--- src/rtl/enigma_lamp_decoder_if.sv ---
`default_nettype none
// +----------------------------------------------------------------------+
// | Module      : enigma_lamp_decoder_if                                 |
// | Description : Key/lamp inputs, output character stream and error     |
// |               flags of the lamp decoder, bundled as one interface.   |
// | Revision    : 1.0 - initial release                                  |
// +----------------------------------------------------------------------+
interface enigma_lamp_decoder_if #(
  parameter int FIFO_DEPTH = 4
) ();
  logic                          key_strobe;
  logic [25:0]                   key_onehot;
  logic [25:0]                   lamp_in;
  logic                          busy;
  logic                          out_valid;
  logic                          out_ready;
  logic [7:0]                    out_char;
  logic [$clog2(FIFO_DEPTH):0]   fifo_level;
  logic                          err_key;
  logic                          err_lamp;
  logic                          err_self;
  logic [7:0]                    err_count;

  // Driver side: keyboard, lampboard and the downstream consumer
  modport master (
    output key_strobe, key_onehot, lamp_in, out_ready,
    input  busy, out_valid, out_char, fifo_level,
    input  err_key, err_lamp, err_self, err_count
  );

  // Decoder side
  modport slave (
    input  key_strobe, key_onehot, lamp_in, out_ready,
    output busy, out_valid, out_char, fifo_level,
    output err_key, err_lamp, err_self, err_count
  );
endinterface
`default_nettype wire

--- src/rtl/enigma_lamp_decoder.sv ---
`default_nettype none
// +----------------------------------------------------------------------+
// | Module      : enigma_lamp_decoder                                    |
// | Description : Waits for the rotor chain to settle after a keypress,  |
// |               samples and validates the lampboard, encodes the lit   |
// |               lamp to ASCII and queues it in a FWFT output FIFO.     |
// | Revision    : 1.0 - initial release                                  |
// +----------------------------------------------------------------------+
module enigma_lamp_decoder #(
  parameter int         SETTLE_CYCLES = 4,
  parameter int         FIFO_DEPTH    = 4,
  parameter logic [7:0] ERR_CHAR      = 8'h3F
) (
  input  logic                  clk,
  input  logic                  reset_n,
  enigma_lamp_decoder_if.slave  bus
);

  localparam int                 c_PTR_W       = $clog2(FIFO_DEPTH);
  localparam int                 c_LVL_W       = c_PTR_W + 1;
  localparam logic [c_LVL_W-1:0] c_DEPTH       = c_LVL_W'(FIFO_DEPTH);
  localparam logic [3:0]         c_SETTLE_LOAD = 4'(SETTLE_CYCLES - 1);

  typedef enum logic [1:0] {
    IDLE   = 2'd0,
    SETTLE = 2'd1,
    CHECK  = 2'd2,
    PUSH   = 2'd3
  } state_t;

  state_t               r_state;
  state_t               w_state_nxt;
  logic [3:0]           r_cnt;
  logic [3:0]           w_cnt_nxt;
  logic [4:0]           r_key_idx;
  logic [4:0]           w_key_idx_nxt;
  logic [7:0]           r_result;
  logic [7:0]           w_result_nxt;
  logic                 w_err_key_nxt;
  logic                 w_err_lamp_nxt;
  logic                 w_err_self_nxt;
  logic                 w_push;
  logic                 w_pop;

  logic                 r_err_key;
  logic                 r_err_lamp;
  logic                 r_err_self;
  logic [7:0]           r_err_count;

  logic [4:0]           w_key_cnt;
  logic [4:0]           w_key_idx;
  logic [4:0]           w_lamp_cnt;
  logic [4:0]           w_lamp_idx;

  logic [7:0]           r_mem [FIFO_DEPTH];
  logic [c_PTR_W-1:0]   r_wr_ptr;
  logic [c_PTR_W-1:0]   r_rd_ptr;
  logic [c_LVL_W-1:0]   r_level;

  // Popcount and index of the pressed key and of the lit lamp
  always_comb begin
    w_key_cnt  = '0;
    w_key_idx  = '0;
    w_lamp_cnt = '0;
    w_lamp_idx = '0;
    for (int i = 0; i < 26; i++) begin
      if (bus.key_onehot[i]) begin
        w_key_cnt = w_key_cnt + 5'd1;
        w_key_idx = 5'(i);
      end
      if (bus.lamp_in[i]) begin
        w_lamp_cnt = w_lamp_cnt + 5'd1;
        w_lamp_idx = 5'(i);
      end
    end
  end

  // FSM state register
  always_ff @(posedge clk) begin
    if (!reset_n) r_state <= IDLE;
    else          r_state <= w_state_nxt;
  end

  // FSM next state, datapath loads, error detection and push request
  always_comb begin
    w_state_nxt    = r_state;
    w_cnt_nxt      = r_cnt;
    w_key_idx_nxt  = r_key_idx;
    w_result_nxt   = r_result;
    w_err_key_nxt  = 1'b0;
    w_err_lamp_nxt = 1'b0;
    w_err_self_nxt = 1'b0;
    w_push         = 1'b0;
    case (r_state)
      IDLE: begin
        if (bus.key_strobe) begin
          if (w_key_cnt == 5'd1) begin
            w_key_idx_nxt = w_key_idx;
            w_cnt_nxt     = c_SETTLE_LOAD;
            w_state_nxt   = SETTLE;
          end else begin
            w_err_key_nxt = 1'b1;
          end
        end
      end
      SETTLE: begin
        if (r_cnt == 4'd0) w_state_nxt = CHECK;
        else               w_cnt_nxt   = r_cnt - 4'd1;
      end
      CHECK: begin
        if (w_lamp_cnt != 5'd1) begin
          w_result_nxt   = ERR_CHAR;
          w_err_lamp_nxt = 1'b1;
        end else if (w_lamp_idx == r_key_idx) begin
          w_result_nxt   = ERR_CHAR;
          w_err_self_nxt = 1'b1;
        end else begin
          w_result_nxt   = 8'h41 + {3'b000, w_lamp_idx};
        end
        w_state_nxt = PUSH;
      end
      PUSH: begin
        // Space is judged on the registered level only: a pop in the same
        // cycle does not open a slot until the next cycle.
        if (r_level < c_DEPTH) begin
          w_push      = 1'b1;
          w_state_nxt = IDLE;
        end
      end
      default: w_state_nxt = IDLE;
    endcase
  end

  // Datapath registers, one-cycle error pulses and saturating error count
  always_ff @(posedge clk) begin
    if (!reset_n) begin
      r_cnt       <= '0;
      r_key_idx   <= '0;
      r_result    <= '0;
      r_err_key   <= 1'b0;
      r_err_lamp  <= 1'b0;
      r_err_self  <= 1'b0;
      r_err_count <= '0;
    end else begin
      r_cnt       <= w_cnt_nxt;
      r_key_idx   <= w_key_idx_nxt;
      r_result    <= w_result_nxt;
      r_err_key   <= w_err_key_nxt;
      r_err_lamp  <= w_err_lamp_nxt;
      r_err_self  <= w_err_self_nxt;
      if ((w_err_key_nxt || w_err_lamp_nxt || w_err_self_nxt) && (r_err_count != 8'hFF))
        r_err_count <= r_err_count + 8'd1;
    end
  end

  assign w_pop = (r_level != '0) && bus.out_ready;

  // FIFO storage; contents are don't-care while the level says empty
  always_ff @(posedge clk) begin
    if (w_push) r_mem[r_wr_ptr] <= r_result;
  end

  // FIFO pointers and occupancy
  always_ff @(posedge clk) begin
    if (!reset_n) begin
      r_wr_ptr <= '0;
      r_rd_ptr <= '0;
      r_level  <= '0;
    end else begin
      if (w_push) r_wr_ptr <= r_wr_ptr + c_PTR_W'(1);
      if (w_pop)  r_rd_ptr <= r_rd_ptr + c_PTR_W'(1);
      case ({w_push, w_pop})
        2'b10:   r_level <= r_level + c_LVL_W'(1);
        2'b01:   r_level <= r_level - c_LVL_W'(1);
        default: r_level <= r_level;
      endcase
    end
  end

  assign bus.busy       = (r_state != IDLE);
  assign bus.out_valid  = (r_level != '0);
  assign bus.out_char   = (r_level != '0) ? r_mem[r_rd_ptr] : 8'h00;
  assign bus.fifo_level = r_level;
  assign bus.err_key    = r_err_key;
  assign bus.err_lamp   = r_err_lamp;
  assign bus.err_self   = r_err_self;
  assign bus.err_count  = r_err_count;

endmodule
`default_nettype wire
--- src/flat_wrapper.sv ---
// flat-port wrapper written by rule: the top's interface ports become plain ports
module enigma_lamp_decoder_flat 
#(
  parameter int         SETTLE_CYCLES = 4,
  parameter int         FIFO_DEPTH    = 4,
  parameter logic [7:0] ERR_CHAR      = 8'h3F
)
  (clk, reset_n, bus_key_strobe, bus_key_onehot, bus_lamp_in, bus_out_ready, bus_busy, bus_out_valid, bus_out_char, bus_fifo_level, bus_err_key, bus_err_lamp, bus_err_self, bus_err_count);
  enigma_lamp_decoder_if #(.FIFO_DEPTH(FIFO_DEPTH)) bus_i ();
  input  logic clk;
  input  logic reset_n;
  input wire logic [$bits(bus_i.key_strobe)-1:0] bus_key_strobe;
  input wire logic [$bits(bus_i.key_onehot)-1:0] bus_key_onehot;
  input wire logic [$bits(bus_i.lamp_in)-1:0] bus_lamp_in;
  input wire logic [$bits(bus_i.out_ready)-1:0] bus_out_ready;
  output wire logic [$bits(bus_i.busy)-1:0] bus_busy;
  output wire logic [$bits(bus_i.out_valid)-1:0] bus_out_valid;
  output wire logic [$bits(bus_i.out_char)-1:0] bus_out_char;
  output wire logic [$bits(bus_i.fifo_level)-1:0] bus_fifo_level;
  output wire logic [$bits(bus_i.err_key)-1:0] bus_err_key;
  output wire logic [$bits(bus_i.err_lamp)-1:0] bus_err_lamp;
  output wire logic [$bits(bus_i.err_self)-1:0] bus_err_self;
  output wire logic [$bits(bus_i.err_count)-1:0] bus_err_count;
  assign bus_i.key_strobe = bus_key_strobe;
  assign bus_i.key_onehot = bus_key_onehot;
  assign bus_i.lamp_in = bus_lamp_in;
  assign bus_i.out_ready = bus_out_ready;
  assign bus_busy = bus_i.busy;
  assign bus_out_valid = bus_i.out_valid;
  assign bus_out_char = bus_i.out_char;
  assign bus_fifo_level = bus_i.fifo_level;
  assign bus_err_key = bus_i.err_key;
  assign bus_err_lamp = bus_i.err_lamp;
  assign bus_err_self = bus_i.err_self;
  assign bus_err_count = bus_i.err_count;
  enigma_lamp_decoder #(.SETTLE_CYCLES(SETTLE_CYCLES), .FIFO_DEPTH(FIFO_DEPTH), .ERR_CHAR(ERR_CHAR)) u_core (.clk(clk), .reset_n(reset_n), .bus(bus_i));
endmodule
--- config.mk ---
export PLATFORM = sky130hd
export DESIGN_NAME = enigma_lamp_decoder_flat
export DESIGN_NICKNAME = d
export VERILOG_FILES = /design/src/rtl/enigma_lamp_decoder_if.sv /design/src/rtl/enigma_lamp_decoder.sv /design/src/flat_wrapper.sv
export SDC_FILE = /design/constraint.sdc
export NUM_CORES = 1
export LEC_CHECK = 0
export ABC_AREA = 0
export CORE_ASPECT_RATIO = 1.5
export CORE_UTILIZATION = 50
export CTS_CLUSTER_SIZE = 8
export DETAILED_ROUTE_END_ITERATION = 8
export DONT_BUFFER_PORTS = 1
export PLACE_DENSITY_LB_ADDON = 0.25
export SLEW_MARGIN = 20
export SYNTH_ARGS = -nofsm -noshare
export SYNTH_HDL_FRONTEND = slang
export SYNTH_SLANG_ARGS = --single-unit
export TNS_END_PERCENT = 30
--- constraint.sdc ---
create_clock -name clk -period 19.3 [get_ports clk]
set_input_delay 4.825 -clock clk [delete_from_list [all_inputs] [get_ports clk]]
set_output_delay 4.825 -clock clk [all_outputs]
set_load 0.02 [all_outputs]
* Word level (Yosys, flattened, before mapping) *
Memories as Yosys holds them, arrays and structs flattened. A register that Yosys moved wholly into a read port is not among the register bits.
Cells that the tools add are included.

word-level totals
  register bits after elaboration = 37
  memory bits (writable) = 32
  memories = 1
  input bits = 56

memory list
  name          depth  bits a word  rd ports  clocked after memory_dff  wr ports  RTL line                   text
  u_core.r_mem  4      8            1         1                         1         enigma_lamp_decoder.sv:55  logic [7:0] r_mem [FIFO_DEPTH];

cells by class
  magnitude comparators = 1
  multiplexer cells = 129
  reduce and logical (&&, ||, !) cells = 13
  eq/ne operators = 14
  $add $sub $neg = 57

operators with widths
  cell                 count
  $mux 5               70
  $add 5x1->5 const B  48
  $mux 4               19
  $mux 3               8
  $mux 8               3
  $mux 2               10
  $mux 1               16
  $add 7x5->8 const A  1
  $add 8x1->8 const B  1
  $ne 8x8->1 const B   1
  $pmux 2 s4           1
  $pmux 4 s2           1
  $reduce_and 4->1     2
  $eq 2x2->1 const B   3
  $ne 2x1->1 const B   3
  $pmux 3 s2           1
  $reduce_bool 2->1    3
  $eq 5x1->1 const B   1
  $eq 5x5->1           1
  $ne 5x1->1 const B   1
  $add 1x1->2 const B  2
  $add 2x1->2 const B  2
  $eq 2x1->1 const B   2
  $logic_not 4->1      1
  10 further kinds     13

* Depth between registers and ports, before layout *
Gate-level depths: netlist of the first run.

  depth after elaboration = 58
  mapped depth = 85
  mapped depth without buffers = 85

* Least setup slack after synthesis of the first run *
No wires, ideal clock.

  path type = input to register
  start = in bus_lamp_in[0]
  end = reg u_core.r_err_count[3] (netlist: u_core.bus.err_count[3])
  path slack = -0.456 ns
  stages = 85
  data arrival time = 19.685 ns
  buffers on the path = 0
  cells stage by stage = inv_1 ha_1 xor2_1 ha_1 mux2_2 ha_1 mux2_2 ha_1 nand2_1 or3b_2 ha_1 nand2b_1 o21ai_0 inv_1 ha_1 mux2_2 o31ai_1 inv_1 [49 not listed] o21ai_0 inv_1 ha_1 nand2_1 o21ai_0 ha_1 mux2_2 ha_1 nand2_1 xor2_1 nand2b_1 mux2i_1 a32oi_1 or3_4 a21oi_4 nor2b_2 o211ai_1 mux2i_1

between the ends
  longest elaborated chain between the ends = 57

RTL lines
  element                RTL line                    text
  start, declared        flat_wrapper.sv:14          input wire logic [$bits(bus_i.lamp_in)-1:0] bus_lamp_in;
  $mux 1 (*)             enigma_lamp_decoder.sv:71   if (bus.lamp_in[i]) begin
  $add 1x1->2            enigma_lamp_decoder.sv:72   w_lamp_cnt = w_lamp_cnt + 5'd1;
  $mux 5 (*)             enigma_lamp_decoder.sv:71
  $add 5x1->5            enigma_lamp_decoder.sv:72
  $mux 5 (*)             enigma_lamp_decoder.sv:71
  $add 5x1->5            enigma_lamp_decoder.sv:72
  $mux 5 (*)             enigma_lamp_decoder.sv:71
  $add 5x1->5            enigma_lamp_decoder.sv:72
  [41 not listed]        n/a
  $add 5x1->5            enigma_lamp_decoder.sv:72
  $mux 5 (*)             enigma_lamp_decoder.sv:71
  $ne 5x1->1 (*)         enigma_lamp_decoder.sv:111  if (w_lamp_cnt != 5'd1) begin
  $mux 1                 enigma_lamp_decoder.sv:111
  $mux 1                 enigma_lamp_decoder.sv:94   case (r_state)
  $logic_or 1x1->1       enigma_lamp_decoder.sv:151  if ((w_err_key_nxt || w_err_lamp_nxt || w_err_self_nxt) && (r_err_count != 8'hFF))
  $logic_or 1x1->1 (*)   enigma_lamp_decoder.sv:151
  $logic_and 1x1->1 (*)  enigma_lamp_decoder.sv:151
  end signal, assigned   enigma_lamp_decoder.sv:152  r_err_count <= r_err_count + 8'd1;
  end, declared          enigma_lamp_decoder.sv:48   logic [7:0] r_err_count;

Mark *: on every way between the ends. The rest lies on a longest branch, timed or not.
A chain may end at the register's enable or synchronous reset.

* Worst setup path in the final report of the first run *
  start = in bus_key_onehot[0]
  end = reg u_core.r_err_count[0] (netlist: u_core.bus.err_count[0])

between the ends
  longest elaborated chain between the ends = 58

RTL lines
  element                            RTL line                    text
  start, declared                    flat_wrapper.sv:13          input wire logic [$bits(bus_i.key_onehot)-1:0] bus_key_onehot;
  $mux 1 (*)                         enigma_lamp_decoder.sv:67   if (bus.key_onehot[i]) begin
  $add 1x1->2                        enigma_lamp_decoder.sv:68   w_key_cnt = w_key_cnt + 5'd1;
  $mux 5 (*)                         enigma_lamp_decoder.sv:67
  $add 5x1->5                        enigma_lamp_decoder.sv:68
  $mux 5 (*)                         enigma_lamp_decoder.sv:67
  $add 5x1->5                        enigma_lamp_decoder.sv:68
  $mux 5 (*)                         enigma_lamp_decoder.sv:67
  $add 5x1->5                        enigma_lamp_decoder.sv:68
  [41 not listed]                    n/a
  $add 5x1->5                        enigma_lamp_decoder.sv:68
  $mux 5 (*)                         enigma_lamp_decoder.sv:67
  $eq 5x1->1 (*)                     enigma_lamp_decoder.sv:97   if (w_key_cnt == 5'd1) begin
  $mux 1 (*)                         enigma_lamp_decoder.sv:97
  $mux 1 (*)                         enigma_lamp_decoder.sv:96   if (bus.key_strobe) begin
  $mux 1 (*)                         enigma_lamp_decoder.sv:94
  $logic_or 1x1->1 (*) (2 in a row)  enigma_lamp_decoder.sv:151
  $logic_and 1x1->1 (*)              enigma_lamp_decoder.sv:151

Marks and branches as above.

==> out/qor.csv, run 1 <==
stage,metric,value,unit
grt,grt_max_degree,31,
run_status,violations,design-rule violations,
finish,num_antenna_cells,0,
detailed_routing,post-route-drc-count,5,
sta,slew_violations,0,
yosys,ys_types,91,
floorplanning,rows,60,
critical_path,start_kind,primary input,
floorplanning,die_h,167,um
cts,numCtsBuffers,9,
critical_path,cp_slowest_cell,o31a_1,
cts,root_buffer,clkbuf_16,
placed_design,io_buffers,0,
grt,overflow,0,
critical_path,cp.required,19560,ps
yosys,syn_nets,1234,
yosys,async_reset_ff_frac,0,
yosys,synth_edf_count,28,
yosys,synth_area_per_cell,8.18,um^2
yosys,synth_cells,1114,
critical_path,cp_num_cells,83,
sta,setup_viol,0,
yosys,synth_seq_area_share,0.176,
floorplanning,core-area,17900,um^2
detailed_routing,detail-route-antenna-nets,0,
yosys,synth-seq-cells,66,
sta,fin_crit_sh,0.974,
run_status,status,finished with violations,
sta,slew_headroom,0.430,
critical_path,worstSetupEndpointType,flop,
critical_path,reg2reg_to,u_core.bus.fifo_level[2]$_SDFFE_PN0P_,
sta,rsz0062_at_grt,yes,
critical_path,path_max_fanout,4,
finish,nets,1270,
grt,grt_pass1_wl,35200,um
critical_path,crit_buf_inv,3,
cts,ctsHtreeMaxLevel,3,
floorplanning,pin_count,80,
sta,hold_ws,486,ps
yosys,syn_area,9120,um^2
critical_path,crit_path_max_incr_delay,360,ps
sta,fin_crit,18810,ps
finish,drive_above_1_share,0.187,
detailed_routing,drt_iter0_markers,308,
cts,clkTransAtPathRegs,60,ps
placed_design,place.gp.congestion,0.869,
critical_path,critical_path.most_common_cell,ha_1,
detailed_routing,dr.pass1.iters,7,
detailed_routing,num_vias,7989,
finish,nFillCells,1605,
cts,insertion_delay,330,ps
job,maxCapViolations,0,
cts,cts_buffer_depth,2,
finish,post-route-util,0.591,
grt,antenna_found_initial,0,
grt,track_usage,0.227,
sta,layout_setup_ws,494,ps
sta,tightest_slew,847,ps
cts,cts_tree,built,
critical_path,worstRegToRegCells,8,
yosys,synth_warnings,0,
sta,clock_skew,5.18,ps
yosys,synth_ff_type,dfxtp_1,
critical_path,reg2reg_from,u_core.bus.fifo_level[2]$_SDFFE_PN0P_,
critical_path,critical_path.top_delay_family,adder cells,
critical_path,endpoint,u_core.bus.err_count[0]$_SDFFE_PN0P_,
sta,hold_viol_final,0,
critical_path,arrival,19070,ps
floorplanning,start_util,0.510,
floorplanning,die-area,18800,um^2
detailed_routing,routed_wl,21600,um
cts,ctsHoldBuffers,0,
cts,cts.sinks,66,
critical_path,path_class,primary input to flop,
min_path,hold_class,flop to flop,
critical_path,crit_path_start,bus_key_onehot[0],
placed_design,dp_worst_setup_slack,-612,ps
detailed_routing,wl_per_cell,15.7,um
grt,grt_pass1_vias,7912,
detailed_routing,viasPerCell,5.82,
sta,tns,0,ps
floorplanning,die_x,112,um
sta,timing.fmax,53.2,MHz
finish,area_growth,15.7,%
placed_design,post-dp-hpwl,17300,um
critical_path,r2r_setup_slack,16770,ps
==> per-stage QoR <==
step           cells  area (um^2)
3_5_place_dp    1337         9660
4_1_cts         1358        10100
6_report        1372        10600
5_1_grt         1372        10600
2_1_floorplan   1114         9160
3_3_place_gp    1337         9660
==> state kept, by name (all words and copies together) (netlist names), named ones only <==
name and count:
u_core.r_key_idx 5, u_core.r_wr_ptr 2, u_core.r_mem 28, u_core.bus.fifo_level 3, u_core.r_result 7, u_core.bus.err_count 8, u_core.r_cnt 4, u_core.r_rd_ptr 2
u_core.bus.err_key 1, u_core.bus.err_lamp 1, u_core.r_state 2, u_core.bus.err_self 1
==> synthesized netlist by cell type (6+ instances only) <==
cell type	number	area share
edfxtp_1	28	0.092
nor3_1	12	0.0066
a211oi_1	11	0.0091
nor2b_1	14	0.0096
dfxtp_1	38	0.083
xnor2_1	94	0.090
nand4_1	10	0.0069
nor2_1	82	0.034
mux4_2	8	0.020
o21bai_1	10	0.0082
inv_1	65	0.027
mux2_2	10	0.012
or3_1	8	0.0055
o21ai_0	55	0.030
a31oi_1	11	0.0075
nand2b_1	17	0.012
clkbuf_1	48	0.020
xor2_1	58	0.056
o22ai_1	17	0.012
nand3_1	27	0.015
nand3b_1	6	0.0049
mux2i_1	29	0.032
and2_1	20	0.014
o31a_1	6	0.0058
nand2_1	129	0.053
a21oi_1	55	0.030
nor4_1	9	0.0062
a21boi_0	7	0.0058
nor3b_1	11	0.0091
ha_1	63	0.086
xnor3_1	18	0.044
and3_1	10	0.0069
o211ai_1	14	0.012
==> layout make-up <==
type | count | area, um^2 | area share
multi-input cells | 924 | 7430 | 0.704
clock buffers | 10 | 229 | 0.0217
flip-flops and latches | 66 | 1600 | 0.152
well taps | 217 | 272 | 0.0257
inverters | 65 | 244 | 0.0231
clock inverters | 6 | 138 | 0.0130
repair buffers | 84 | 634 | 0.0601
==> cell families after synthesis <==
group | after synthesis | synth area share
other | 1 | 0.000411
adder cells (fa/ha/maj) | 64 | 0.0887
AND/OR/NAND/NOR | 386 | 0.212
buffers and inverters | 124 | 0.0542
AO/OA/AOI/OAI | 241 | 0.177
XOR/XNOR | 185 | 0.228
flip-flops | 66 | 0.176
multiplexers | 47 | 0.0640
==> worst register-to-register path: stages, from the launching register on <==
cell     delay, ps
dfxtp_1        550
or3_1          410
and2_1         260
ha_1           200
inv_1           60
fa_1           370
xor2_1         160
or3_1          310
a21oi_1        150
==> what timing repair did <==
action	4_1_cts	5_1_grt
setup endpoints to repair	17	29
resized for setup	10	69
pin swaps	5	49
buffers inserted	5	14
==> metal layers <==
layer / vias up / share of wire / global-route usage
met3: 46 / 0.040 / 0.0409
met1: 3747 / 0.37 / 0.219
met2: 152 / 0.56 / 0.468
met4: 0 / 0.028 / 0.0748
li1: 4044 / - / -
met5: - / 0 / 0
==> worst min path at each step <==
| stage | from | depth (start not counted) | end |
|---|---|---|---|
| floorplan | u_core.r_result[2]$_SDFFE_PN0P_ | 0 | u_core.r_mem[0][2]$_DFFE_PP_ |
| global placement | u_core.r_cnt[3]$_SDFFE_PN0P_ | 2 | u_core.r_cnt[3]$_SDFFE_PN0P_ |
| detailed placement | u_core.r_cnt[3]$_SDFFE_PN0P_ | 2 | u_core.r_cnt[3]$_SDFFE_PN0P_ |
| CTS | u_core.r_cnt[3]$_SDFFE_PN0P_ | 2 | u_core.r_cnt[3]$_SDFFE_PN0P_ |
| global route | u_core.r_result[0]$_SDFFE_PN0P_ | 0 | u_core.r_mem[3][0]$_DFFE_PP_ |
| finish | u_core.r_cnt[3]$_SDFFE_PN0P_ | 2 | u_core.r_cnt[3]$_SDFFE_PN0P_ |
==> layout by cell type, fill, tap and decap left out, types with 10 or more instances in the layout <==
cell      count
a21oi_1      47
a31oi_1      11
and2_1       20
and3_1       10
buf_4        83
dfxtp_1      38
edfxtp_1     28
ha_1         48
ha_4         14
inv_1        64
mux2i_1      28
nand2_1     113
nand2_2      17
nand2b_1     14
nand3_1      27
nand4_1      10
nor2_1       80
nor2b_1      11
nor3_1       12
nor3b_1      11
o211ai_1     14
o21ai_0      45
o22ai_1      16
xnor2_1      94
xnor3_1      18
xor2_1       57
Power of run 1 is not shown: default switching activity piles up to over one toggle a cycle in this logic, so the estimate is an artifact.
==> run 2: changes to the inputs <==
Settings changed: SKIP_LAST_GASP from default to 1.
==> run 2 against run 1 <==
Final cell count unchanged. Clock skew about the same. Clock-buffer cell count unchanged. Global-route usage unchanged. Core utilization about the same. Non-clock buffer count unchanged. The run still ends with design-rule violations left. Flip-flop and latch count unchanged. Hold slack got worse by 3.5 ps. Design area about the same. Die area unchanged. Via count increased by 0.45%.
==> out/qor.csv, run 2 (synthesized netlist as in run 1, its figures left out) <==
stage,metric,value,unit,change
run_status,violations,design-rule violations,,
grt,grtUsageMet1,0.219,,unchanged
sta,layout_setup_ws,477,ps,-16.2 ps
sta,slew_headroom,0.428,,-0.00173
critical_path,critical_path.most_common_cell,ha_1,,
sta,clock_skew,4.96,ps,-0.215 ps
critical_path,path_class,primary input to flop,,
finish,area_growth,15.7,%,about the same
detailed_routing,detail-route-antenna-nets,0,,unchanged
grt,grtUsageMet2,0.468,,unchanged
sta,setup_viol,0,,unchanged
grt,busiest_layer,met2,,
sta,tightest_slew,850,ps,+2.57 ps
placed_design,placedInstanceArea,9660,um^2,unchanged
finish,num_antenna_cells,0,,unchanged
grt,overflow,0,,unchanged
grt,track_usage,0.227,,unchanged
critical_path,start_kind,primary input,,
critical_path,cp_slowest_cell,o31a_1,,
grt,met3_usage,0.0409,,unchanged
floorplanning,start_util,0.510,,unchanged
detailed_routing,drt_iter0_markers,333,,+8.1%
cts,insertion_delay,330,ps,about the same
finish,layout_commonest_cell,nand2_1,,
sta,timing.fmax,53.1,MHz,about the same
sta,hold_ws,482,ps,-3.52 ps
sta,slew_violations,0,,unchanged
detailed_routing,num_vias,8025,,+0.45%
finish,layout_common_cells,"113 x nand2_1, 94 x xnor2_1, 83 x buf_4, 80 x nor2_1, 64 x inv_1",,
grt,grt_pass1_wl,35200,um,unchanged
finish,drive_above_1_share,0.186,,-0.000866
placed_design,io_buffers,0,,unchanged
cts,numCtsBuffers,9,,unchanged
grt,antenna_found_initial,0,,unchanged
floorplanning,rows,60,,unchanged
cts,cts_buffer_depth,2,,unchanged
placed_design,post-dp-hpwl,17300,um,unchanged
detailed_routing,dr.pass1.iters,7,,unchanged
floorplanning,die_x,112,um,unchanged
critical_path,cp.required,19560,ps,about the same
finish,top_register,u_core.r_mem,,
cts,ctsHoldBuffers,0,,unchanged
placed_design,dp_worst_setup_slack,-612,ps,unchanged
job,maxCapViolations,0,,unchanged
floorplanning,core-area,17900,um^2,unchanged
cts,clkTransAtPathRegs,60,ps,about the same
detailed_routing,wl_per_cell,15.7,um,+0.19%
grt,grt_pass1_vias,7912,,unchanged
grt,grt_max_degree,31,,unchanged
sta,hold_viol_final,0,,unchanged
finish,largest_register_ff_count,28,,unchanged
critical_path,path_max_fanout,4,,unchanged
sta,fin_crit,18820,ps,+16.2 ps
placed_design,place.gp.congestion,0.869,,unchanged
min_path,hold_class,flop to flop,,
run_status,status,finished with violations,,
cts,ctsHtreeMaxLevel,3,,unchanged
finish,stdcell_area,10500,um^2,about the same
detailed_routing,viasPerCell,5.85,,+0.45%
detailed_routing,post-route-drc-count,5,,unchanged
cts,root_buffer,clkbuf_16,,
sta,fin_crit_sh,0.975,,about the same
critical_path,crit_path_max_incr_delay,350,ps,about the same
floorplanning,die_h,167,um,unchanged
finish,nets,1270,,unchanged
sta,rsz0062_at_grt,yes,,
floorplanning,die-area,18800,um^2,unchanged
critical_path,arrival,19080,ps,about the same
floorplanning,pin_count,80,,unchanged
cts,cts.sinks,66,,unchanged
detailed_routing,routed_wl,21600,um,+0.19%
cts,cts_tree,built,,
critical_path,worstSetupEndpointType,flop,,
-- run 2: cell counts in the layout (fill, tap and decap cells not counted) --
Identical to the previous run, type by type.
-- run 2: stage by stage --
stage                     cells   util  TNS [ps]
after CTS                  1358  0.566         0
after floorplan            1114      -         0
final                      1372  0.590         0
after detailed placement   1337  0.541     -9660
after global routing       1372  0.590     -2850
after global placement     1337  0.541     -6160
-- run 2: worst paths after layout --
kind	from	to	slack [ps]	cells past startpoint
worst min register to register	u_core.r_cnt[3]$_SDFFE_PN0P_	u_core.r_cnt[3]$_SDFFE_PN0P_	480	2
worst max register to register	u_core.bus.fifo_level[2]$_SDFFE_PN0P_	u_core.bus.fifo_level[2]$_SDFFE_PN0P_	16770	8
worst max-delay path	bus_key_onehot[0]	u_core.bus.err_count[0]$_SDFFE_PN0P_	480	83
worst min-delay path	u_core.r_cnt[3]$_SDFFE_PN0P_	u_core.r_cnt[3]$_SDFFE_PN0P_	480	2
-- run 2: critical path: cells and delay by family --
kind,cells,cell delay (ps)
simple gates,30,2810
mux,9,2220
compound gates,14,2050
fa+ha+maj,24,6350
xor+xnor,3,530
buf+inv,3,290
-- run 2: timing repair --
item	CTS	global route
pin swaps	5	46
setup buffers	5	14
resized for setup	10	67
endpoints found under the setup margin	17	29
-- run 2: per-layer routing --
| layer | share of wire | vias to the layer above |
|---|---|---|
| met2 | 0.56 | 152 |
| met1 | 0.37 | 3783 |
| met3 | 0.041 | 46 |
| met4 | 0.027 | 0 |
| met5 | 0 | - |
| li1 | - | 4044 |
-- run 2: layout make-up --
class,count,area [um^2]
fillers,1607,7320
flip-flops and latches,66,1600
clock buffers,10,229
multi-input cells,924,7430
well taps,217,272
repair buffers,84,634
clock inverters,6,138
inverters,65,244
Power of run 2 is left out for the same reason.
